[src/rtl/proc_pkg.sv]
// Shared definitions for the processor memory subsystem.
//   - Default widths for the program/data memory interface.
//   - Arbiter FSM state encoding and the grant owner encoding
//     (OWN_CPU = port 0, OWN_LDR = port 1), shared by mem_arbiter and arb_prio2.
package proc_pkg;

  localparam int DEF_ADDR_W     = 8;
  localparam int DEF_DATA_W     = 8;
  localparam int DEF_MEM_LAT    = 1;
  localparam int DEF_STARVE_MAX = 4;

  typedef enum logic [1:0] {
    ST_IDLE,
    ST_ISSUE,
    ST_WAIT,
    ST_RESP
  } arb_state_t;

  typedef enum logic {
    OWN_CPU,
    OWN_LDR
  } arb_owner_t;

endpackage

[src/rtl/arb_prio2.sv]
// Two-way fixed-priority pick with an anti-starvation override.
//   The CPU wins when both ports request, unless the loader has already been
//   passed over STARVE_MAX consecutive times, in which case the loader wins.
//   The starvation counter only moves on cycles where arbitration is enabled
//   (arbiter in IDLE).
// Ports:
//   clk_i, rst_i  clock, asynchronous active-high reset
//   arb_en        arbitration enabled this cycle (arbiter is idle)
//   cpu_req       CPU request
//   ldr_req       loader request
//   gnt_vld       a grant is made this cycle (combinational)
//   gnt_own       port granted this cycle (combinational, valid with gnt_vld)
module arb_prio2
  import proc_pkg::*;
#(
  parameter int STARVE_MAX = DEF_STARVE_MAX
) (
  input  logic       clk_i,
  input  logic       rst_i,
  input  logic       arb_en,
  input  logic       cpu_req,
  input  logic       ldr_req,
  output logic       gnt_vld,
  output arb_owner_t gnt_own
);

  localparam int            CW      = $clog2(STARVE_MAX + 1);
  localparam logic [CW-1:0] CNT_MAX = CW'(STARVE_MAX);

  logic [CW-1:0] starve_cnt;
  logic          ldr_wins;

  // Saturating increment; the counter is normally cleared by the loader grant
  // before it could pass CNT_MAX, the clamp just keeps it from wrapping.
  function automatic logic [CW-1:0] sat_inc(input logic [CW-1:0] v);
    return (v == CNT_MAX) ? v : v + CW'(1);
  endfunction

  assign ldr_wins = ldr_req && (!cpu_req || (starve_cnt == CNT_MAX));

  always_comb begin
    gnt_vld = arb_en && (cpu_req || ldr_req);
    gnt_own = ldr_wins ? OWN_LDR : OWN_CPU;
  end

  // Counts CPU grants made while the loader is waiting; any idle cycle
  // without a loader request, or a loader grant, restarts the count.
  always_ff @(posedge clk_i or posedge rst_i) begin
    if (rst_i) begin
      starve_cnt <= '0;
    end else if (arb_en) begin
      if (!ldr_req || ldr_wins) begin
        starve_cnt <= '0;
      end else if (gnt_vld) begin
        starve_cnt <= sat_inc(starve_cnt);
      end
    end
  end

endmodule

[src/rtl/mem_arbiter.sv]
// Shares the single-port program/data memory between the CPU core (port 0)
// and the loader/debug DMA (port 1). One access is in flight at a time:
//   IDLE -> ISSUE -> (read: WAIT x MEM_LAT) -> RESP -> IDLE
// The granted request (we/addr/wdata) is latched in IDLE, so requester inputs
// may change after the grant without affecting the access. Each port gets a
// one-cycle ack in RESP; read data is held in a per-port register that only
// changes when that port's own read completes.
// Ports:
//   clk_i, rst_i                       clock, asynchronous active-high reset
//   cpu_req_i/we_i/addr_i/wdata_i      CPU request, held until cpu_ack_o
//   cpu_ack_o, cpu_rdata_o             CPU completion pulse and read data
//   ldr_req_i/we_i/addr_i/wdata_i      loader request, held until ldr_ack_o
//   ldr_ack_o, ldr_rdata_o             loader completion pulse and read data
//   mem_en_o/we_o/addr_o/wdata_o       memory command, one cycle per access,
//                                      all zero while mem_en_o is low
//   mem_rdata_i                        memory read data, MEM_LAT cycles after en
//   busy_o                             access in progress (state != IDLE)
//   owner_o                            current/last grantee (0=CPU, 1=loader)
module mem_arbiter
  import proc_pkg::*;
#(
  parameter int ADDR_W     = DEF_ADDR_W,
  parameter int DATA_W     = DEF_DATA_W,
  parameter int MEM_LAT    = DEF_MEM_LAT,
  parameter int STARVE_MAX = DEF_STARVE_MAX
) (
  input  logic              clk_i,
  input  logic              rst_i,
  input  logic              cpu_req_i,
  input  logic              cpu_we_i,
  input  logic [ADDR_W-1:0] cpu_addr_i,
  input  logic [DATA_W-1:0] cpu_wdata_i,
  output logic              cpu_ack_o,
  output logic [DATA_W-1:0] cpu_rdata_o,
  input  logic              ldr_req_i,
  input  logic              ldr_we_i,
  input  logic [ADDR_W-1:0] ldr_addr_i,
  input  logic [DATA_W-1:0] ldr_wdata_i,
  output logic              ldr_ack_o,
  output logic [DATA_W-1:0] ldr_rdata_o,
  output logic              mem_en_o,
  output logic              mem_we_o,
  output logic [ADDR_W-1:0] mem_addr_o,
  output logic [DATA_W-1:0] mem_wdata_o,
  input  logic [DATA_W-1:0] mem_rdata_i,
  output logic              busy_o,
  output logic              owner_o
);

  // Latency counter is loaded with MEM_LAT-1 and counts down to zero.
  localparam int            LW       = (MEM_LAT > 1) ? $clog2(MEM_LAT) : 1;
  localparam logic [LW-1:0] LAT_LOAD = LW'(MEM_LAT - 1);

  arb_state_t        state;
  arb_owner_t        owner;
  logic              we_q;
  logic              mem_en_q;
  logic              cpu_ack_q;
  logic              ldr_ack_q;
  logic [LW-1:0]     lat_cnt;
  logic [ADDR_W-1:0] addr_q;
  logic [DATA_W-1:0] wdata_q;
  logic [DATA_W-1:0] cpu_rdata_q;
  logic [DATA_W-1:0] ldr_rdata_q;

  logic              arb_en;
  logic              gnt_vld;
  arb_owner_t        gnt_own;
  logic              sel_we;

  assign arb_en = (state == ST_IDLE);
  assign sel_we = (gnt_own == OWN_LDR) ? ldr_we_i : cpu_we_i;

  arb_prio2 #(
    .STARVE_MAX (STARVE_MAX)
  ) u_prio (
    .clk_i   (clk_i),
    .rst_i   (rst_i),
    .arb_en  (arb_en),
    .cpu_req (cpu_req_i),
    .ldr_req (ldr_req_i),
    .gnt_vld (gnt_vld),
    .gnt_own (gnt_own)
  );

  // Address and write data of the granted port. These are only observed
  // through the gated memory outputs, so they carry no reset.
  always_ff @(posedge clk_i) begin
    if (arb_en && gnt_vld) begin
      if (gnt_own == OWN_LDR) begin
        addr_q  <= ldr_addr_i;
        wdata_q <= ldr_wdata_i;
      end else begin
        addr_q  <= cpu_addr_i;
        wdata_q <= cpu_wdata_i;
      end
    end
  end

  // Access sequencer. mem_en_q and the acks are registered one state ahead,
  // so mem_en is high exactly in ISSUE and the ack exactly in RESP.
  // Reset drops everything at once, abandoning any access in flight.
  always_ff @(posedge clk_i or posedge rst_i) begin
    if (rst_i) begin
      state       <= ST_IDLE;
      owner       <= OWN_CPU;
      we_q        <= 1'b0;
      mem_en_q    <= 1'b0;
      cpu_ack_q   <= 1'b0;
      ldr_ack_q   <= 1'b0;
      lat_cnt     <= '0;
      cpu_rdata_q <= '0;
      ldr_rdata_q <= '0;
    end else begin
      mem_en_q  <= 1'b0;
      cpu_ack_q <= 1'b0;
      ldr_ack_q <= 1'b0;
      case (state)
        ST_IDLE: begin
          if (gnt_vld) begin
            owner    <= gnt_own;
            we_q     <= sel_we;
            mem_en_q <= 1'b1;
            state    <= ST_ISSUE;
          end
        end
        ST_ISSUE: begin
          if (we_q) begin
            cpu_ack_q <= (owner == OWN_CPU);
            ldr_ack_q <= (owner == OWN_LDR);
            state     <= ST_RESP;
          end else begin
            lat_cnt <= LAT_LOAD;
            state   <= ST_WAIT;
          end
        end
        ST_WAIT: begin
          if (lat_cnt == '0) begin
            // Read data lands in the owner's register only.
            if (owner == OWN_LDR) begin
              ldr_rdata_q <= mem_rdata_i;
              ldr_ack_q   <= 1'b1;
            end else begin
              cpu_rdata_q <= mem_rdata_i;
              cpu_ack_q   <= 1'b1;
            end
            state <= ST_RESP;
          end else begin
            lat_cnt <= lat_cnt - LW'(1);
          end
        end
        ST_RESP: begin
          state <= ST_IDLE;
        end
        default: begin
          state <= ST_IDLE;
        end
      endcase
    end
  end

  assign mem_en_o    = mem_en_q;
  assign mem_we_o    = mem_en_q & we_q;
  assign mem_addr_o  = mem_en_q ? addr_q  : '0;
  assign mem_wdata_o = mem_en_q ? wdata_q : '0;

  assign cpu_ack_o   = cpu_ack_q;
  assign ldr_ack_o   = ldr_ack_q;
  assign cpu_rdata_o = cpu_rdata_q;
  assign ldr_rdata_o = ldr_rdata_q;
  assign busy_o      = (state != ST_IDLE);
  assign owner_o     = (owner == OWN_LDR);

endmodule

[config.mk]
export PLATFORM = sky130hd
export DESIGN_NAME = mem_arbiter
export DESIGN_NICKNAME = d
export VERILOG_FILES = /design/src/rtl/proc_pkg.sv /design/src/rtl/arb_prio2.sv /design/src/rtl/mem_arbiter.sv
export SDC_FILE = /design/constraint.sdc
export NUM_CORES = 1
export LEC_CHECK = 0
export CORE_UTILIZATION = 45
export DETAILED_ROUTE_END_ITERATION = 8
export PLACE_DENSITY = 0.84
export SYNTH_ARGS = -nofsm -noshare
export SYNTH_HDL_FRONTEND = slang
export SYNTH_HIERARCHICAL = 1
export SYNTH_SLANG_ARGS = --single-unit
[constraint.sdc]
create_clock -name clk_i -period 5.6 [get_ports clk_i]
set_input_delay 1.68 -clock clk_i [delete_from_list [all_inputs] [get_ports clk_i]]
set_output_delay 1.68 -clock clk_i [all_outputs]
set_load 0.005 [all_outputs]
**Word-level counts from Yosys, hierarchy flattened**

Index checks and enable logic that the tools add are counted.

- Word-level logic and storage cells: 69
- Bits in latches: 0
- Memories kept: 0
- Output and inout port bits: 38
- Register bits: 43
- Bits in writable memories: 0
- Bits in read-only memories: 0
- Input port bits: 46

- Reductions and logical operators: 18
- Muxes and demuxes: 26
- Add/sub/neg operators: 2
- Eq/ne operators: 8
- Bitwise operators: 3
- Multipliers: 0
- Divide/modulo/power cells: 0
- Order comparisons: 0
- Shift operators: 0

Operators with widths:

| kind | count |
|---|---|
| two-way mux 8 bit | 4 |
| two-way mux 1 bit | 13 |
| two-way mux 3 bit | 3 |
| AND reduction 3 bit | 3 |
| case mux 2 bit (4 select lines) | 1 |
| case mux 1 bit (2 select lines) | 3 |
| AND reduction 2 bit | 3 |
| nonzero test 2 bit | 3 |
| == test 2 bit (second input constant) | 2 |
| two-way mux 2 bit | 2 |
| != test 2 x 1 -> 1 bit (second input constant) | 2 |
| != test 2 bit (second input constant) | 2 |
| adder 3 x 1 -> 3 bit (second input constant) | 1 |
| == test 3 bit (second input constant) | 1 |
| logical AND 1 bit | 3 |
| logical OR 1 bit | 3 |
| == test 2 x 1 -> 1 bit (second input constant) | 1 |
| zero test 1 bit | 2 |
| zero test 2 bit | 1 |
| inverter 1 bit | 2 |
| AND 1 bit | 1 |
| subtractor 1 bit (second input constant) | 1 |

**Longest topological paths before layout**

Gate-level depths: netlist of run 1.

- Depth after elaboration: 6
- Mapped depth: 8
- Gate-level depth less buffers: 6

**By module**

The synthesis of run 1 kept the hierarchy.

Modules (own cells, without submodules):

| module | area an instance (um^2) | instances | sequential area each (um^2) | cells an instance |
|---|---|---|---|---|
| mem_arbiter | 1,764.2 | 1 | 1,056.0 | 114 |
| arb_prio2 | 193.9 | 1 | 75.1 | 21 |

**Worst setup path before layout of run 1**

No wires, ideal clock.

- Path kind: in2reg
- Start point: input port cpu_req_i
- End point: register owner, in the netlist owner_o
- Data required time: 5,475 ps
- Cell stages on the path: 3
- Path buffers: 0
- Data arrival time: 2,726 ps
- Setup slack: 2,749 ps
- Setup time: 125 ps
- Cell sequence: o21a_1 -> and2_1 -> mux2_2

- Word-level cells in the longest chain between the ends: 4
- Elaborated cells between the ends (all ways): 7
- Those cells by class: mux (1); reduce/logical (6)

Ends and longest elaborated chain:

| element | RTL line | text |
|---|---|---|
| from (decl) | mem_arbiter.sv:29 | `input logic cpu_req_i,` |
| zero test 1 bit | arb_prio2.sv:39 | `assign ldr_wins = ldr_req && (!cpu_req \|\| (starve_cnt == CNT_MAX));` |
| logical OR 1 bit | arb_prio2.sv:39 |  |
| logical AND 1 bit | arb_prio2.sv:39 |  |
| two-way mux 1 bit | arb_prio2.sv:43 | `gnt_own = ldr_wins ? OWN_LDR : OWN_CPU;` |
| to (signal assigned) | mem_arbiter.sv:121 | `owner <= gnt_own;` |
| to (decl) | mem_arbiter.sv:55 | `arb_owner_t owner;` |

Several ways; a longest one is shown, not always the timed one.
A chain may end at the register's enable or synchronous reset.

**Worst setup path in the final report of run 1**

- Start point: input port ldr_req_i
- End point: register addr_q[0], data pin

- Word-level cells in the longest chain between the ends: 3

Ends and longest elaborated chain:

| element | RTL line | text |
|---|---|---|
| from (decl) | mem_arbiter.sv:35 | `input logic ldr_req_i,` |
| logical AND 1 bit | arb_prio2.sv:39 |  |
| two-way mux 1 bit | arb_prio2.sv:43 |  |
| via gnt_own | mem_arbiter.sv:68 | `arb_owner_t gnt_own;` |
| two-way mux 8 bit | mem_arbiter.sv:90 | `if (gnt_own == OWN_LDR) begin` |
| to (signal assigned) | mem_arbiter.sv:91 | `addr_q <= ldr_addr_i;` |
| to (signal assigned) | mem_arbiter.sv:94 | `addr_q <= cpu_addr_i;` |
| to (decl) | mem_arbiter.sv:61 | `logic [ADDR_W-1:0] addr_q;` |

The timed path passes the listed nets, and every way through them passes these cells.

==> results of run 1 <==
## Yosys cell counts
cell type,count,area (um^2)
sky130_fd_sc_hd__mux2_2,25,282
sky130_fd_sc_hd__and3b_2,1,10.0
sky130_fd_sc_hd__mux2_4,9,135
sky130_fd_sc_hd__nor2b_2,1,8.76
sky130_fd_sc_hd__a21oi_1,4,20.0
sky130_fd_sc_hd__and2_1,19,119
sky130_fd_sc_hd__inv_1,8,30.0
sky130_fd_sc_hd__nand2_1,2,7.51
sky130_fd_sc_hd__o21a_1,1,7.51
sky130_fd_sc_hd__nor3b_1,1,7.51
sky130_fd_sc_hd__dfrtp_1,26,651
sky130_fd_sc_hd__ha_1,5,62.6
sky130_fd_sc_hd__edfxtp_1,16,480
sky130_fd_sc_hd__nand2_2,1,6.26
sky130_fd_sc_hd__or2b_1,1,7.51
sky130_fd_sc_hd__nand2b_1,1,6.26
sky130_fd_sc_hd__o22ai_1,1,6.26
sky130_fd_sc_hd__o311ai_1,1,8.76
sky130_fd_sc_hd__buf_6,3,33.8
sky130_fd_sc_hd__nand3_1,1,5.00
sky130_fd_sc_hd__clkbuf_1,1,3.75
sky130_fd_sc_hd__a21boi_0,1,7.51
sky130_fd_sc_hd__mux2i_1,4,40.0
sky130_fd_sc_hd__nand4_1,2,12.5
## routing by layer
layer	global-route usage (%)	wire length [um]	vias to the layer above
met5	0	0	-
li1	-	-	645
met4	4.43	29	0
met3	7.17	449	3
met1	22.5	1760	617
met2	32.4	1900	74
## logic make-up after synthesis
family	after synthesis	share of synthesized area, %
AND/OR/NAND/NOR	30	9.71
multiplexers	38	23.3
buffers and inverters	12	3.45
adder cells (fa/ha/maj)	5	3.19
AO/OA/AOI/OAI	8	2.56
flip-flops	42	57.8
## final cells by class
cell class                      instances  area share (%)
Sequential cell                        42            38.6
Timing Repair Buffer                   83            28.4
Multi-Input combinational cell         81            26.1
Clock buffer                            5            2.35
Tap cell                               50            2.14
Clock inverter                          3            1.37
Inverter                                8            1.03
## cells in the final DEF, fill, tap and decap left out
| master | n |
|---|---|
| sky130_fd_sc_hd__a21boi_2 | 1 |
| sky130_fd_sc_hd__a21oi_1 | 4 |
| sky130_fd_sc_hd__and2_1 | 19 |
| sky130_fd_sc_hd__and3b_2 | 1 |
| sky130_fd_sc_hd__bufinv_16 | 1 |
| sky130_fd_sc_hd__clkbuf_8 | 5 |
| sky130_fd_sc_hd__clkdlybuf4s50_1 | 83 |
| sky130_fd_sc_hd__clkinv_2 | 2 |
| sky130_fd_sc_hd__dfrtp_1 | 26 |
| sky130_fd_sc_hd__edfxtp_1 | 16 |
| sky130_fd_sc_hd__ha_1 | 5 |
| sky130_fd_sc_hd__inv_1 | 8 |
| sky130_fd_sc_hd__mux2_2 | 25 |
| sky130_fd_sc_hd__mux2_4 | 9 |
| sky130_fd_sc_hd__mux2i_1 | 4 |
| sky130_fd_sc_hd__nand2_1 | 2 |
| sky130_fd_sc_hd__nand2_2 | 1 |
| sky130_fd_sc_hd__nand2b_1 | 1 |
| sky130_fd_sc_hd__nand3_1 | 1 |
| sky130_fd_sc_hd__nand4_1 | 2 |
| sky130_fd_sc_hd__nor2b_2 | 1 |
| sky130_fd_sc_hd__nor3b_1 | 1 |
| sky130_fd_sc_hd__o21a_1 | 1 |
| sky130_fd_sc_hd__o22ai_1 | 1 |
| sky130_fd_sc_hd__o311ai_1 | 1 |
| sky130_fd_sc_hd__or2b_1 | 1 |
## per-stage QoR
step	worst slack, ns	hold slack [ns]	utilization [%]
global placement	1.96	0.491	69.0
finish	2.16	0.516	71.6
floorplan	2.75	0.478	-
CTS	2.15	0.519	71.6
detailed placement	1.85	0.498	69.0
global route	2.07	0.532	71.6
## flip-flops by register name, indices dropped and copies added (netlist names)
name               flops
state                  2
ldr_rdata_o            8
owner_o                1
cpu_rdata_o            8
addr_q                 8
cpu_ack_o              1
we_q                   1
u_prio/starve_cnt      3
ldr_ack_o              1
wdata_q                8
mem_en_o               1
## power by group through the flow
stage	clock network (uW)	registers, uW	logic, uW
2_1_floorplan	0	495	277
3_3_place_gp	0	498	509
3_5_place_dp	0	505	530
4_1_cts	235	502	533
5_1_grt	246	515	571
6_report	229	503	526
## worst max-delay path, delay by kind of cell
family / cells / cell delay (ns)
AOI/OAI and AO/OA: 1 / 0.83
buffers and inverters: 1 / 0.54
muxes: 1 / 0.43
## how the worst max path moves through the flow
stage / to / slack (ns) / depth (start not counted)
after floorplan: owner_o$_DFFE_PP0P_ / 2.75 / 3
after global placement: wdata_q[2]$_DFFE_PP_ / 1.96 / 3
after detailed placement: addr_q[0]$_DFFE_PP_ / 1.85 / 3
after CTS: busy_o / 2.15 / 4
after global routing: wdata_q[6]$_DFFE_PP_ / 2.07 / 3
final: addr_q[0]$_DFFE_PP_ / 2.16 / 3
==> PnR_summary.wiki, run 1 <==
{| class="wikitable"
! Metric !! Value
|-
| End of the worst hold path || ldr_rdata_o[3]$_DFFE_PP0P_
|-
| Number of global-route vias before repair || 1,417
|-
| HPWL after detailed placement || 3.08 mm
|-
| Drt first-iter violations || 40
|-
| Crit path required time || 5.64 ns
|-
| Part of the cycle the worst path needs || 61.5%
|-
| CTS max path bufs || 2
|-
| Endpoint kind of the worst setup timing path || register
|-
| # placed instances || 264
|-
| Logic gate share of total power || 41.8%
|-
| Setup repair after global routing missed its margin || no
|-
| Post-synthesis to final-layout area growth || 49.5%
|-
| Cells after synthesis || 135
|-
| Syn nets || 186
|-
| Residual DRC || 0
|-
| Number of standard-cell rows in the floorplan || 23
|-
| Number of buffers created by CTS || 5
|-
| Clock network fraction of total power || 18.2%
|-
| Number of pins exceeding their max-slew limit in the final report || 0
|-
| Instance area after placement || 2820 um^2
|-
| Die boundary height || 68.0 um
|-
| Setup TNS || 0 ns
|-
| CTS tree || yes
|-
| Count of unique library cells instantiated by Yosys || 24
|-
| Worst-case vdd ir drop || 0.248 mV
|-
| Area of the die || 4620 um^2
|-
| Total number of vias || 1,339
|-
| Critical Path Source || ldr_req_i
|-
| Number of buffers inserted by port buffering || 83
|-
| Static Leakage || 0.00118 uW
|-
| Final worst path period need || 3.44 ns
|-
| Number of antenna violations at the first check in global routing || 0
|-
| Register area share after synthesis || 57.8%
|-
| Register-to-register setup slack || 3.24 ns
|-
| Highest Clock Rate || 290 MHz
|-
| Reg-to-reg endpoint || owner_o$_DFFE_PP0P_
|-
| Summed instance area of the synthesized netlist || 1960 um^2
|-
| Number of non-filler instances in the completed layout || 272
|-
| Clock insertion delay at the later pin of the skew report || 0.29 ns
|-
| Post-layout nets || 272
|-
| Net switching share of the total power || 27.9%
|-
| Worst Min Path Start || ldr_rdata_o[3]$_DFFE_PP0P_
|-
| Status || finished clean
|-
| Sequential share of power || 40.0%
|-
| R2r startpoint || state[0]$_DFFE_PP0P_
|-
| Flip-flop and latch count after synthesis || 42
|-
| Grt ovf || 0
|-
| Switching Power || 351 uW
|-
| Post-CTS setup-driven buffer insertion count || 0
|-
| Number of iterations in the first detailed-routing pass || 4
|-
| Drt via density || 4.92
|-
| Final Setup Violations || 0
|-
| Fraction of layout cells with a size suffix above 1 || 20.7%
|-
| Die Wd || 68.0 um
|-
| PD cells || 430 nW/um^2
|-
| Maximum number of pins on one net before global-route repair || 24
|-
| Cells on Worst Hold Path || 1
|-
| Nature of the critical path startpoint || input pin
|-
| Worst R2R Path Depth || 5
|-
| Class of the worst hold path || reg -> reg
|-
| Layout filler cell count || 288
|-
| Number of sinks driven by the clock tree || 42
|-
| Average footprint of a synthesized cell || 14.5 um^2
|-
| First-pass GRT wire length || 6.43 mm
|-
| Post-route total power || 1260 uW
|-
| Kind of critical path || in -> reg
|-
| Core region area || 4090 um^2
|-
| Aggregate global-route resource usage || 19.0%
|-
| Worst Clk Skew || 0.00298 ns
|-
| CP max stage delay || 0.83 ns
|-
| Slew HR || 30.0%
|-
| Internal power summed over all cells || 907 uW
|-
| Clock root buffer || sky130_fd_sc_hd__clkbuf_8
|-
| Pin slew with the least headroom to its limit || 1.04 ns
|-
| Largest fanout of any net on the critical path || 18
|-
| Max-cap violations || 0
|-
| Final ANT Viol Nets || 0
|-
| Hold bufs inserted after CTS || 0
|-
| Arrival time at the worst endpoint || 3.48 ns
|-
| Mean routed wirelength per cell || 15.2 um
|-
| # IOs || 84
|-
| Final std cell area, no fill || 2930 um^2
|-
| Series of cell instances along the critical path || clkdlybuf4s50_1 > a21boi_2 > mux2_2
|-
| Routed WL || 4.14 mm
|-
| Area taken by flip-flops and latches || 1130 um^2
|-
| Clock-pin slew on the worst setup and hold paths || 0.08 ns
|-
| Antenna diodes || 0
|-
| Slowest cell on the critical path || sky130_fd_sc_hd__a21boi_2
|-
| Global placer's final weighted congestion || 0.688
|-
| Number of H-tree levels || 2
|-
| Multi-input combinational cell area || 763 um^2
|-
| Starting density of the core || 47.9%
|-
| Count of synthesis-stage warnings from yosys || 6
|-
| Number of failing hold endpoints at the final stage || 0
|-
| Count of cells resized by post-cts repair || 0
|}
No activity file was read; power rests on OpenSTA's default activity.
==> inputs of run 2 (changes only) <==
CORE_UTILIZATION = 42   (was 45)
PLACE_DENSITY = 0.8   (was 0.84)
clock period = 3.2 ns   (was 5.6 ns; I/O delays follow)
==> PnR_summary.wiki, run 2 (synthesis results as in run 1) <==
{| class="wikitable"
! Metric !! Value
|-
| Status || finished clean
|-
| Core region area || 4410 um^2 (+8.0%)
|-
| Worst Path Buf+Inv || 4 (+3)
|-
| Sequential share of power || 41.5% (+1.5 points)
|-
| Number of global-route vias before repair || 1,348 (-4.9%)
|-
| Number of standard-cell rows in the floorplan || 24 (+4.3%)
|-
| Smallest setup slack after layout || 0.538 ns (-1.62 ns)
|-
| Number of buffers inserted by port buffering || 83 (unchanged)
|-
| Number of antenna violations at the first check in global routing || 0 (unchanged)
|-
| Internal power summed over all cells || 1520 uW (+68%)
|-
| Clock root buffer || sky130_fd_sc_hd__clkbuf_8
|-
| Number of H-tree levels || 2 (unchanged)
|-
| Cell family contributing the most delay on the critical path || buffers and inverters
|-
| Residual DRC || 0 (unchanged)
|-
| CTS max path bufs || 2 (unchanged)
|-
| Nature of the critical path startpoint || register
|-
| PD cells || 719 nW/um^2 (+67%)
|-
| Worst Clk Skew || 0.00606 ns (+0.00308 ns)
|-
| Worst setup timing slack at the placement stage || 0.515 ns (-1.33 ns)
|-
| Switching Power || 588 uW (+68%)
|-
| Aggregate global-route resource usage || 17.2% (-1.8 points)
|-
| Crit path required time || 2.24 ns (-3.40 ns)
|-
| Setup TNS || 0 ns (unchanged)
|-
| Arrival time at the worst endpoint || 1.70 ns (-1.78 ns)
|-
| Post-synthesis to final-layout area growth || 49.6%
|-
| Net switching share of the total power || 27.9% (about the same)
|-
| # IOs || 84 (unchanged)
|-
| Largest fanout of any net on the critical path || 13 (-5)
|-
| Series of cell instances along the critical path || inv_1 > ha_1 > buf_4 > inv_1 > clkdlybuf4s50_1
|-
| Fraction of layout cells with a size suffix above 1 || 20.8% (+0.076 points)
|-
| Highest Clock Rate || 376 MHz
|-
| Grt ovf || 0 (unchanged)
|-
| Post-CTS setup-driven buffer insertion count || 0 (unchanged)
|-
| Dominant cell type by count on the critical path || sky130_fd_sc_hd__inv_1
|-
| Final worst path period need || 2.66 ns
|-
| Starting density of the core || 44.4% (-3.6 points)
|-
| Class of the worst hold path || reg -> reg
|-
| Post-layout nets || 276 (+1.5%)
|-
| Post-route total power || 2110 uW (+68%)
|-
| Logic gate share of total power || 43.4% (+1.6 points)
|-
| Number of iterations in the first detailed-routing pass || 6 (+2)
|-
| Number of sinks driven by the clock tree || 42 (unchanged)
|-
| First-pass GRT wire length || 6.50 mm (+1.1%)
|-
| Number of buffers created by CTS || 5 (unchanged)
|-
| Endpoint kind of the worst setup timing path || primary output
|-
| Slew HR || 61.7% (+32 points)
|-
| Drt via density || 4.88 (-0.92%)
|-
| Slowest cell on the critical path || sky130_fd_sc_hd__clkdlybuf4s50_1
|-
| Routed WL || 4.08 mm (-1.7%)
|-
| Max-cap violations || 0 (unchanged)
|-
| Antenna diodes || 0 (unchanged)
|-
| Setup repair after global routing missed its margin || no
|-
| Maximum number of pins on one net before global-route repair || 24 (unchanged)
|-
| Worst-case vdd ir drop || 0.447 mV (+80%)
|-
| Drt first-iter violations || 44 (+10%)
|-
| Hold bufs inserted after CTS || 0 (unchanged)
|-
| Static Leakage || 0.00118 uW (+0.17%)
|-
| Clock-pin slew on the worst setup and hold paths || 0.08 ns (about the same)
|-
| Global placer's final weighted congestion || 0.698 (+1.4%)
|-
| Number of stages on the worst setup path || 5 (+2)
|-
| CTS tree || yes
|-
| Kind of critical path || reg -> out
|-
| Area of the die || 4940 um^2 (+6.9%)
|-
| Clock network fraction of total power || 15.1% (-3.1 points)
|-
| Count of cells resized by post-cts repair || 0 (unchanged)
|-
| Part of the cycle the worst path needs || 83.2%
|-
| Mean routed wirelength per cell || 14.7 um (-3.8%)
|-
| Number of failing hold endpoints at the final stage || 0 (unchanged)
|-
| Final Setup Violations || 0 (unchanged)
|-
| Worst R2R Path Depth || 6 (+1)
|-
| Cells on Worst Hold Path || 1 (unchanged)
|-
| Most frequent cells in the layout || sky130_fd_sc_hd__clkdlybuf4s50_1, sky130_fd_sc_hd__dfrtp_1, sky130_fd_sc_hd__mux2_2
|-
| Die boundary height || 70.3 um (+3.4%)
|-
| CP max stage delay || 0.50 ns (-0.33 ns)
|-
| Total number of vias || 1,356 (+1.3%)
|-
| HPWL after detailed placement || 3.12 mm (+1.3%)
|-
| Most common cell after layout, fill and taps aside || sky130_fd_sc_hd__clkdlybuf4s50_1
|-
| Number of pins exceeding their max-slew limit in the final report || 0 (unchanged)
|-
| Clock insertion delay at the later pin of the skew report || 0.29 ns (about the same)
|-
| Die Wd || 70.3 um (+3.4%)
|-
| Pin slew with the least headroom to its limit || 0.573 ns (-0.471 ns)
|-
| Final ANT Viol Nets || 0 (unchanged)
|}
[run 2: layout make-up]
| type | instances | area [um^2] |
|---|---|---|
| clock buffers | 8 | 80.1 |
| flip-flops and latches | 42 | 1130 |
| fillers | 346 | 1480 |
| inverters | 8 | 30.0 |
| repair buffers | 87 | 861 |
| multi-input cells | 81 | 763 |
| well taps | 52 | 65.1 |
[run 2: final timing paths]
path | slack [ns] | endpoint | from
worst min-delay path | 0.51 | ldr_rdata_o[0]$_DFFE_PP0P_ | ldr_rdata_o[0]$_DFFE_PP0P_
worst max register to register | 1.24 | wdata_q[4]$_DFFE_PP_ | state[0]$_DFFE_PP0P_
worst min register to register | 0.51 | ldr_rdata_o[0]$_DFFE_PP0P_ | ldr_rdata_o[0]$_DFFE_PP0P_
max in group asynchronous | 1.93 | ldr_ack_o$_DFF_PP0_ | rst_i
worst max-delay path | 0.54 | busy_o | state[0]$_DFFE_PP0P_
min in group asynchronous | 0.87 | u_prio/starve_cnt[2]$_DFFE_PP0P_ | rst_i
[run 2: routing by layer]
layer / vias to the layer above / track usage (%) / part of all wire, %
li1: 651 / - / -
met5: - / 0 / 0
met3: 5 / 6.49 / 9.7
met4: 0 / 6.00 / 1.3
met1: 636 / 21.0 / 42
met2: 64 / 27.8 / 46
[run 2: power by group through the flow]
stage / Clock [uW] / Combinational (uW) / Sequential (uW)
finish: 319 / 914 / 875
detailed placement: 0 / 927 / 882
global placement: 0 / 907 / 879
floorplan: 0 / 484 / 866
CTS: 330 / 928 / 878
global route: 347 / 996 / 901
[run 2: metrics by stage]
stage               hold WS, ns  instance area [um^2]  utilization, %  std cells
floorplan                 0.478                  1960               -        135
global placement          0.487                  2850            64.6        270
detailed placement        0.494                  2850            64.6        270
CTS                       0.508                  2930            66.4        278
global route              0.532                  2930            66.4        278
finish                    0.510                  2930            66.4        278
==> inputs of run 3 (changes only) <==
CORE_UTILIZATION = 38   (was 42)
PLACE_DENSITY = 0.76   (was 0.8)
clock period = 2.3 ns   (was 3.2 ns; I/O delays follow)
==> PnR_summary.wiki, run 3 (synthesis results as in run 1) <==
{| class="wikitable"
! Metric !! Value
|-
| Die boundary height || 73.8 um (+5.0%)
|-
| Final ANT Viol Nets || 0 (unchanged)
|-
| End-of-flow core utilization || 61.4% (-5.0 points)
|-
| Setup repair after global routing missed its margin || no
|-
| Global placer's final weighted congestion || 0.732 (+4.9%)
|-
| Largest fanout of any net on the critical path || 3 (-10)
|-
| HPWL after detailed placement || 2.98 mm (-4.5%)
|-
| Die Wd || 73.8 um (+5.0%)
|-
| Starting density of the core || 40.4% (-4.0 points)
|-
| Arrival time at the worst endpoint || 1.50 ns (-0.20 ns)
|-
| Aggregate global-route resource usage || 15.6% (-1.6 points)
|-
| Post-synthesis to final-layout area growth || 51.9%
|-
| Status || finished clean
|-
| Mean routed wirelength per cell || 13.9 um (-5.3%)
|-
| Clock root buffer || sky130_fd_sc_hd__clkbuf_8
|-
| Number of standard-cell rows in the floorplan || 25 (+4.2%)
|-
| Max-cap violations || 0 (unchanged)
|-
| Number of pins exceeding their max-slew limit in the final report || 0 (unchanged)
|-
| Number of buffers inserted by port buffering || 83 (unchanged)
|-
| Number of sinks driven by the clock tree || 42 (unchanged)
|-
| Hold bufs inserted after CTS || 0 (unchanged)
|-
| Residual DRC || 0 (unchanged)
|-
| Endpoint kind of the worst setup timing path || primary output
|-
| Class of the worst hold path || reg -> reg
|-
| Final Hold Slack || 0.512 ns (+0.00185 ns)
|-
| Layout filler cell count || 381 (+10%)
|-
| Area of the die || 5440 um^2 (+10%)
|-
| Clock-pin slew on the worst setup and hold paths || 0.07 ns (about the same)
|-
| Part of the cycle the worst path needs || 95.4%
|-
| Post-layout nets || 276 (unchanged)
|-
| Worst-case vdd ir drop || 0.711 mV (+59%)
|-
| Number of failing hold endpoints at the final stage || 0 (unchanged)
|-
| Highest Clock Rate || 456 MHz
|-
| Fraction of layout cells with a size suffix above 1 || 21.2% (+0.44 points)
|-
| Routed WL || 4.07 mm (-0.17%)
|-
| Register-to-register setup slack || 0.57 ns (-0.67 ns)
|-
| Drt via density || 4.69 (-3.8%)
|-
| Core region area || 4850 um^2 (+9.8%)
|-
| Smallest setup slack after layout || 0.106 ns (-0.432 ns)
|-
| Most frequent cells in the layout || sky130_fd_sc_hd__clkdlybuf4s50_1, sky130_fd_sc_hd__mux2_2, sky130_fd_sc_hd__dfrtp_1
|-
| Drt first-iter violations || 35 (-20%)
|-
| First-pass GRT wire length || 6.35 mm (-2.3%)
|-
| # IOs || 84 (unchanged)
|-
| Final Setup Violations || 0 (unchanged)
|-
| PD cells || 997 nW/um^2 (+39%)
|-
| Maximum number of pins on one net before global-route repair || 24 (unchanged)
|-
| Pin slew with the least headroom to its limit || 0.572 ns (-0.000391 ns)
|-
| Static Leakage || 0.00119 uW (+0.42%)
|-
| CTS tree || yes
|-
| Final worst path period need || 2.19 ns
|-
| Number of global-route vias before repair || 1,416 (+5.0%)
|-
| Kind of critical path || reg -> out
|-
| Most common cell after layout, fill and taps aside || sky130_fd_sc_hd__clkdlybuf4s50_1
|-
| Worst Clk Skew || 0.00418 ns (-0.00188 ns)
|-
| Setup TNS || 0 ns (unchanged)
|-
| Crit path required time || 1.61 ns (-0.63 ns)
|-
| Total number of vias || 1,375 (+1.4%)
|-
| Number of buffers created by CTS || 5 (unchanged)
|-
| Clock insertion delay at the later pin of the skew report || 0.29 ns (about the same)
|-
| Slew HR || 61.7% (about the same)
|-
| Worst setup timing slack at the placement stage || 0.0166 ns (-0.499 ns)
|-
| CTS max path bufs || 2 (unchanged)
|-
| Number of antenna violations at the first check in global routing || 0 (unchanged)
|-
| Nature of the critical path startpoint || register
|-
| Antenna diodes || 0 (unchanged)
|-
| Number of H-tree levels || 2 (unchanged)
|-
| Number of iterations in the first detailed-routing pass || 4 (-2)
|-
| Grt ovf || 0 (unchanged)
|}
## run 3: routing by layer
layer | vias up | track usage, % | part of all wire [%]
met5 | - | 0 | 0
met4 | 0 | 5.77 | 1.1
met3 | 5 | 7.41 | 12
met2 | 73 | 25.9 | 45
met1 | 645 | 17.5 | 41
li1 | 652 | - | -
## run 3: layout make-up
type                            count  area, um^2  share of cell area, %
Timing Repair Buffer               87         886                   29.8
Sequential cell                    42        1130                   38.1
Inverter                            8        30.0                   1.01
Tap cell                           67        83.8                   2.82
Clock buffer                        8        80.1                   2.69
Multi-Input combinational cell     81         763                   25.7
## run 3: worst paths after layout
path	depth (start not counted)	endpoint	startpoint
max	4	busy_o	state[0]$_DFFE_PP0P_
min	1	ldr_rdata_o[2]$_DFFE_PP0P_	ldr_rdata_o[2]$_DFFE_PP0P_
max reg2reg	6	wdata_q[1]$_DFFE_PP_	state[0]$_DFFE_PP0P_
min reg2reg	1	ldr_rdata_o[2]$_DFFE_PP0P_	ldr_rdata_o[2]$_DFFE_PP0P_
max in group asynchronous	3	mem_en_o$_DFF_PP0_	rst_i
min in group asynchronous	2	u_prio/starve_cnt[0]$_DFFE_PP0P_	rst_i
## run 3: what timing repair did
item / CTS / global route
gates resized for setup: 1 / 0
setup endpoints to repair: 17 / 0
endpoints found under the hold margin: 0 / 0
buffers inserted: 0 / 0
## run 3: worst max-delay path, stage by stage (launching register included)
cell and delay, ns:
sky130_fd_sc_hd__dfrtp_1 0.39, sky130_fd_sc_hd__inv_1 0.08, sky130_fd_sc_hd__ha_1 0.21, sky130_fd_sc_hd__inv_1 0.05, sky130_fd_sc_hd__clkdlybuf4s50_1 0.48
## run 3: through the flow
stage	instance area, um^2	total power [uW]	std cells
final	2980	2970	293
after global routing	2980	3180	293
after CTS	2980	3010	293
after detailed placement	2890	2530	285
after global placement	2890	2520	285
after floorplan	1960	1880	135
## run 3: report_power, final
part	switching, uW	leakage [uW]	internal (uW)	total [uW]
Combinational	434	0.000689	862	1300
Clock	234	0.0000395	216	450
Sequential	166	0.000460	1060	1220
==> patch 1: new RTL, flow settings as in run 2 <==
Encoding of `arb_state_t`: now one-hot (4 bits for 4 states).
--- a/src/rtl/proc_pkg.sv
+++ b/src/rtl/proc_pkg.sv
@@ -9,11 +9,11 @@
   localparam int DEF_MEM_LAT    = 1;
   localparam int DEF_STARVE_MAX = 4;
 
-  typedef enum logic [1:0] {
-    ST_IDLE,
-    ST_ISSUE,
-    ST_WAIT,
-    ST_RESP
+  typedef enum logic [3:0] {
+    ST_IDLE  = 4'b0001,
+    ST_ISSUE = 4'b0010,
+    ST_WAIT  = 4'b0100,
+    ST_RESP  = 4'b1000
   } arb_state_t;
 
   typedef enum logic {
Behaviour: same outputs for any inputs over 10 cycles, from zero or initial values and one cycle with rst_i high; not proved beyond that.
==> patch 1 against run 2 <==
  * The run now ends with DRC left
  * Total power fell by 3.3%
  * Register-to-register slack improved by 0.03 ns
  * First-iteration DRC count rose by 100%
  * Final area rose by 2.7%
  * Setup slack improved by 0.033 ns
  * Sequential cell count rose by 2
  * Area after synthesis rose by 2.0%
  * Hold slack got worse by 0.023 ns
  * Wire length rose by 3.3%
  * Synthesized cell count rose by 0.74%
  * Via count rose by 2.3%
  * Combinational power fell by 20%
  * Largest power group is now registers
==> patch 1: results (changes against run 2) <==
Synth area leaders = dfrtp_1 34%, edfxtp_1 24%, mux2_1 14%, and2_1 6.6%, mux2_4 6.0% (was dfrtp_1 33%, edfxtp_1 25%, mux2_2 14%, mux2_4 6.9%, and2_1 6.1%)
post-CTS setup buffers = 0 (unchanged)
CP max-delay cell = dfstp_2 (was clkdlybuf4s50_1)
worst r2r dst = wdata_q[6]$_DFFE_PP_ (was wdata_q[4]$_DFFE_PP_)
Slowest Stage Delay on Critical Path = 0.60 ns (was 0.50 ns)
mux share of post-synthesis cell area = 21.1% (was 23.3%)
detailed-route DRC error count = 7 (was 0)
initial DRC count = 89 (was 44)
Distinct cells, synth = 32 (was 24)
Slew HR = 60.0% (was 61.7%)
Post-Route WL = 4210 microns (was 4080 microns)
Synth Area in Compound Gates = 3.01% (was 2.56%)
Yosys warning count = 6 (unchanged)
largest net degree at the start of global routing = 19 (was 24)
outcome = complete, but fails checks (was completed)
number of global-route vias before repair = 1,384 (was 1,348)
Post-DP HPWL = 3110 microns (was 3120 microns)
fin nets = 274 (was 276)
deepest clock path buffer count = 2 (unchanged)
first-pass GRT wire length = 6930 microns (was 6500 microns)
sequential area share after synthesis = 59.2% (was 57.8%)
worst hold endpoint = cpu_rdata_o[0]$_DFFE_PP0P_ (was ldr_rdata_o[0]$_DFFE_PP0P_)
worst hold start = cpu_rdata_o[0]$_DFFE_PP0P_ (was ldr_rdata_o[0]$_DFFE_PP0P_)
dpl cell area = 2900 sq um (was 2850 sq um)
GPL Wtd Cong = 0.702 (was 0.698)
worst vdd ir = 0.405 mV (was 0.447 mV)
worst r2r src = state[0]$_DFFE_PP1P_ (was state[0]$_DFFE_PP0P_)
global routing met2 resource utilization = 30.1% (was 27.8%)
Post-synth top cells = 27 x dfrtp_1, 25 x mux2_1, 21 x and2_1 (was 26 x dfrtp_1, 25 x mux2_2, 19 x and2_1)
Max FO, Critical Path = 7 (was 13)
r2r setup slk = 1.27 ns (was 1.24 ns)
GRT Overall Usage = 18.0% (was 17.2%)
R2R depth = 5 (was 6)
Pint = 1.48 mW (was 1.52 mW)
clk_skew = 0.00322 ns (was 0.00606 ns)
failing checks = DRC
Synthesized Nets = 184 (was 186)
P_leak = 1.24 nW (was 1.18 nW)
ratio of routed vias to standard cells = 4.97 (was 4.88)
fraction of registers with async set/reset = 63.6% (was 61.9%)
share of cells above drive strength 1 = 11.5% (was 20.8%)
GR Util met3 = 5.13% (was 6.49%)
First-pass DRT Iterations = 7 (was 6)
CP delay by family, top = flip-flops (was buffers and inverters)
Worst-Skew Late Latency = 0.29 ns (about the same)
Adder-Cell Fraction of Synth Area = 1.25% (was 3.19%)
WP data arrival = 1.67 ns (was 1.70 ns)
met1 Usage GRT = 22.9% (was 21.0%)
==> patch 1: cell types whose count changed after synthesis, sizes merged, moves of 2 or more <==
cell   before  now
nor4        0    2
inv         8    6
ha          5    2
mux2i       4    2
and2       19   21
==> patch 1: power by group through the flow <==
stage	sequential (mW)	clock [mW]	combinational, mW
final	0.911	0.394	0.733
after detailed placement	0.927	0	0.740
after floorplan	0.903	0	0.303
after CTS	0.915	0.408	0.744
after global placement	0.919	0	0.730
after global routing	0.941	0.423	0.799
==> patch 1: area by class of cell <==
type                       instances  area [sq um]
clock buffer                       6          93.8
clock inverter                     2          11.3
fill                             310          1470
inverter                           6          22.5
multi-input combinational         82           773
sequential                        44          1180
tap                               52          65.1
timing repair buffer              87           861
==> patch 1: logic make-up (layout without fill, tap and decap cells) <==
logic type      after synthesis  count (layout)
fa+ha+maj                     2               2
mux                          35              35
buf+inv                      10             101
simple gates                 36              36
compound gates                9               9
flops                        44              44
==> patch 1: how the worst max path moves through the flow <==
stage | slack (ns) | end | startpoint
floorplan | 0.91 | addr_q[0]$_DFFE_PP_ | ldr_req_i
global placement | 0.66 | wdata_q[6]$_DFFE_PP_ | ldr_req_i
detailed placement | 0.64 | addr_q[0]$_DFFE_PP_ | ldr_req_i
CTS | 0.55 | busy_o | state[0]$_DFFE_PP1P_
global route | 0.45 | busy_o | state[0]$_DFFE_PP1P_
finish | 0.57 | busy_o | state[0]$_DFFE_PP1P_
==> patch 1: worst register-to-register path, delay by kind of cell (launching register included) <==
family	cells	cell delay, ns
and+or+nand+nor	2	0.39
DFF	1	0.60
buffers and inverters	2	0.45
AOI/OAI and AO/OA	1	0.17
==> patch 1: per-stage QoR <==
stage	utilization [%]	setup slack, ns	total power [mW]	hold slack [ns]	cells
after CTS	67.3	0.546	2.07	0.495	279
after floorplan	-	0.912	1.21	0.445	136
after global placement	64.9	0.663	1.65	0.468	271
after detailed placement	64.9	0.640	1.67	0.475	271
final	67.3	0.570	2.04	0.487	279
after global routing	67.3	0.454	2.16	0.517	279
==> patch 1: routing by layer <==
layer / share of wire, % / wire, microns / up-vias
li1: - / - / 667
met1: 42 / 1760 / 681
met2: 52 / 2180 / 33
met3: 5.0 / 211 / 6
met4: 1.4 / 58 / 0
met5: 0 / 0 / -
==> patch 2: new RTL, settings of run 2 <==
Without the edit above. `DEF_ADDR_W`: 8 -> 10.
--- a/src/rtl/proc_pkg.sv
+++ b/src/rtl/proc_pkg.sv
@@ -4,7 +4,7 @@
 //     (OWN_CPU = port 0, OWN_LDR = port 1), shared by mem_arbiter and arb_prio2.
 package proc_pkg;
 
-  localparam int DEF_ADDR_W     = 8;
+  localparam int DEF_ADDR_W     = 10;
   localparam int DEF_DATA_W     = 8;
   localparam int DEF_MEM_LAT    = 1;
   localparam int DEF_STARVE_MAX = 4;
Interface: changed (resized cpu_addr_i, ldr_addr_i and mem_addr_o); port bits go from 84 to 90. No check against the original RTL was run, so the function may have changed too.
==> patch 2 against run 2 <==
  * Final area rose by 6.0%
  * Die area increased by 3.9%
  * Sequential cell count rose by 2
  * Total power increased by 3.7%
  * Count of clock-buffer cells in the layout fell by 2
  * Non-clock buffer count grew 7
  * Via count increased by 3.4%
  * Critical path depth unchanged
  * Setup slack better by 0.046 ns
  * Area after synthesis is 4.0% higher
  * Fmax up 1.8%
  * Core utilization is 2.6 points higher
  * Wire length up 3.1%
  * Largest power group unchanged
  * Synthesized cell count rose by 4.4%
==> patch 2: results (changes against run 2) <==
GR Util met3 = 6.19% (was 6.49%)
Vias = 1,402 (was 1,356)
Layout Cells excl Fill = 291 (was 278)
Slowest Stage Delay on Critical Path = 0.48 ns (was 0.50 ns)
P_leak = 1.24 nW (was 1.18 nW)
Worst-Skew Late Latency = 0.29 ns (about the same)
Distinct cells, synth = 25 (was 24)
Post-synth top cells = 28 x mux2_2, 26 x dfrtp_1, 21 x and2_1 (was 26 x dfrtp_1, 25 x mux2_2, 19 x and2_1)
CP delay by family, top = buffers and inverters (unchanged)
largest net degree at the start of global routing = 24 (unchanged)
Synth area leaders = dfrtp_1 32%, edfxtp_1 27%, mux2_2 15%, and2_1 6.4%, mux2_4 5.9% (was dfrtp_1 33%, edfxtp_1 25%, mux2_2 14%, mux2_4 6.9%, and2_1 6.1%)
initial antenna violation count = 0 (unchanged)
placed instance count = 283 (was 270)
switching pwr = 0.613 mW (was 0.588 mW)
clock slew at reported path FFs = 0.08 ns (about the same)
Slew HR = 61.1% (was 61.7%)
antenna diode count = 0 (unchanged)
CTS H-tree depth = 2 (unchanged)
first-pass GRT wire length = 7010 microns (was 6500 microns)
share of cells above drive strength 1 = 21.8% (was 20.8%)
HP Class = flip-flop to flip-flop (unchanged)
top_reg_cell synth = dfrtp_1 (unchanged)
sequential area share after synthesis = 58.5% (was 57.8%)
GRT Overall Usage = 17.8% (was 17.2%)
initial DRC count = 51 (was 44)
GPL Wtd Cong = 0.710 (was 0.698)
Largest Register = addr_q
clk_skew = 0.00890 ns (was 0.00606 ns)
post-CTS setup buffers = 0 (unchanged)
fraction of registers with async set/reset = 59.1% (was 61.9%)
Yosys warning count = 6 (unchanged)
IO Port Bufs = 89 (was 83)
WP data arrival = 1.66 ns (was 1.70 ns)
mean area per synthesized cell = 14.4 sq um (was 14.5 sq um)
Root Buffer = clkbuf_8 (unchanged)
global routing met2 resource utilization = 29.1% (was 27.8%)
outcome = completed (unchanged)
CTS Buf Count = 5 (unchanged)
number of global-route vias before repair = 1,451 (was 1,348)
Post-synth EDFFs = 18 (was 16)
Hold Path Depth = 1 (unchanged)
number of flip-flops in the largest register = 10
R2R depth = 6 (unchanged)
worst vdd ir = 0.495 mV (was 0.447 mV)
CP max-delay cell = clkdlybuf4s50_1 (unchanged)
Max FO, Critical Path = 13 (unchanged)
Synthesized Nets = 196 (was 186)
average wire per standard cell = 14.4 microns (was 14.7 microns)
First-pass DRT Iterations = 4 (was 6)
Post-DP HPWL = 3210 microns (was 3120 microns)
Final min period = 2.62 ns (was 2.66 ns)
met1 Usage GRT = 22.8% (was 21.0%)
# resized after CTS = 0 (unchanged)
==> patch 2: changes by cell type after synthesis, sizes merged <==
cell | run 2 | this run
and2 | 19 | 21
edfxtp | 16 | 18
mux2 | 34 | 36
==> patch 2: worst reg2reg max path, cell delays in order (launching register included) <==
cell and delay (ns):
dfrtp_1 0.42, inv_1 0.09, ha_1 0.14, buf_4 0.17, o21a_1 0.18, and2_1 0.44, mux2_2 0.39
==> patch 2: logic make-up (layout without fill, tap and decap cells) <==
| logic type | after synthesis | count (layout) | synth area share, % |
|---|---|---|---|
| AOI/OAI and AO/OA | 8 | 8 | 2.46 |
| adders and majority gates | 5 | 5 | 3.07 |
| buffers and inverters | 12 | 110 | 2.70 |
| DFF | 44 | 44 | 58.5 |
| muxes | 40 | 40 | 23.3 |
| and+or+nand+nor | 32 | 32 | 9.95 |
==> patch 2: cell type report <==
class / count / area [sq um]
Clock buffer: 6 / 72.6
Clock inverter: 2 / 12.5
Fill cell: 330 / 1400
Inverter: 8 / 30.0
Multi-Input combinational cell: 85 / 795
Sequential cell: 44 / 1190
Tap cell: 52 / 65.1
Timing Repair Buffer: 94 / 941
==> patch 2: worst paths after layout <==
kind / from / endpoint / slack (ns)
min reg2reg: ldr_rdata_o[5]$_DFFE_PP0P_ / ldr_rdata_o[5]$_DFFE_PP0P_ / 0.51
max reg2reg: state[0]$_DFFE_PP0P_ / owner_o$_DFFE_PP0P_ / 1.27
min in group asynchronous: rst_i / u_prio/starve_cnt[1]$_DFFE_PP0P_ / 0.90
max: state[0]$_DFFE_PP0P_ / busy_o / 0.58
min: ldr_rdata_o[5]$_DFFE_PP0P_ / ldr_rdata_o[5]$_DFFE_PP0P_ / 0.51
max in group asynchronous: rst_i / cpu_rdata_o[7]$_DFFE_PP0P_ / 1.90
==> patch 2: layer usage <==
metal	part of all wire, %	wire (microns)
met2	45	1910
met4	0.60	25
met1	44	1850
met5	0	0
met3	10	424
==> patch 2: power groups by stage <==
stage	sequential, mW	clock [mW]	combinational [mW]
after floorplan	0.902	0	0.487
after global placement	0.913	0	0.942
after detailed placement	0.914	0	0.959
after CTS	0.910	0.341	0.963
after global routing	0.937	0.365	1.04
final	0.907	0.330	0.949
==> patch 2: metrics by stage <==
stage / hold WS, ns / setup WS [ns] / cell area, sq um
6_report: 0.506 / 0.584 / 3110
5_1_grt: 0.530 / 0.455 / 3110
4_1_cts: 0.510 / 0.573 / 3110
3_5_place_dp: 0.491 / 0.504 / 3020
3_3_place_gp: 0.487 / 0.578 / 3020
2_1_floorplan: 0.478 / 1.02 / 2040
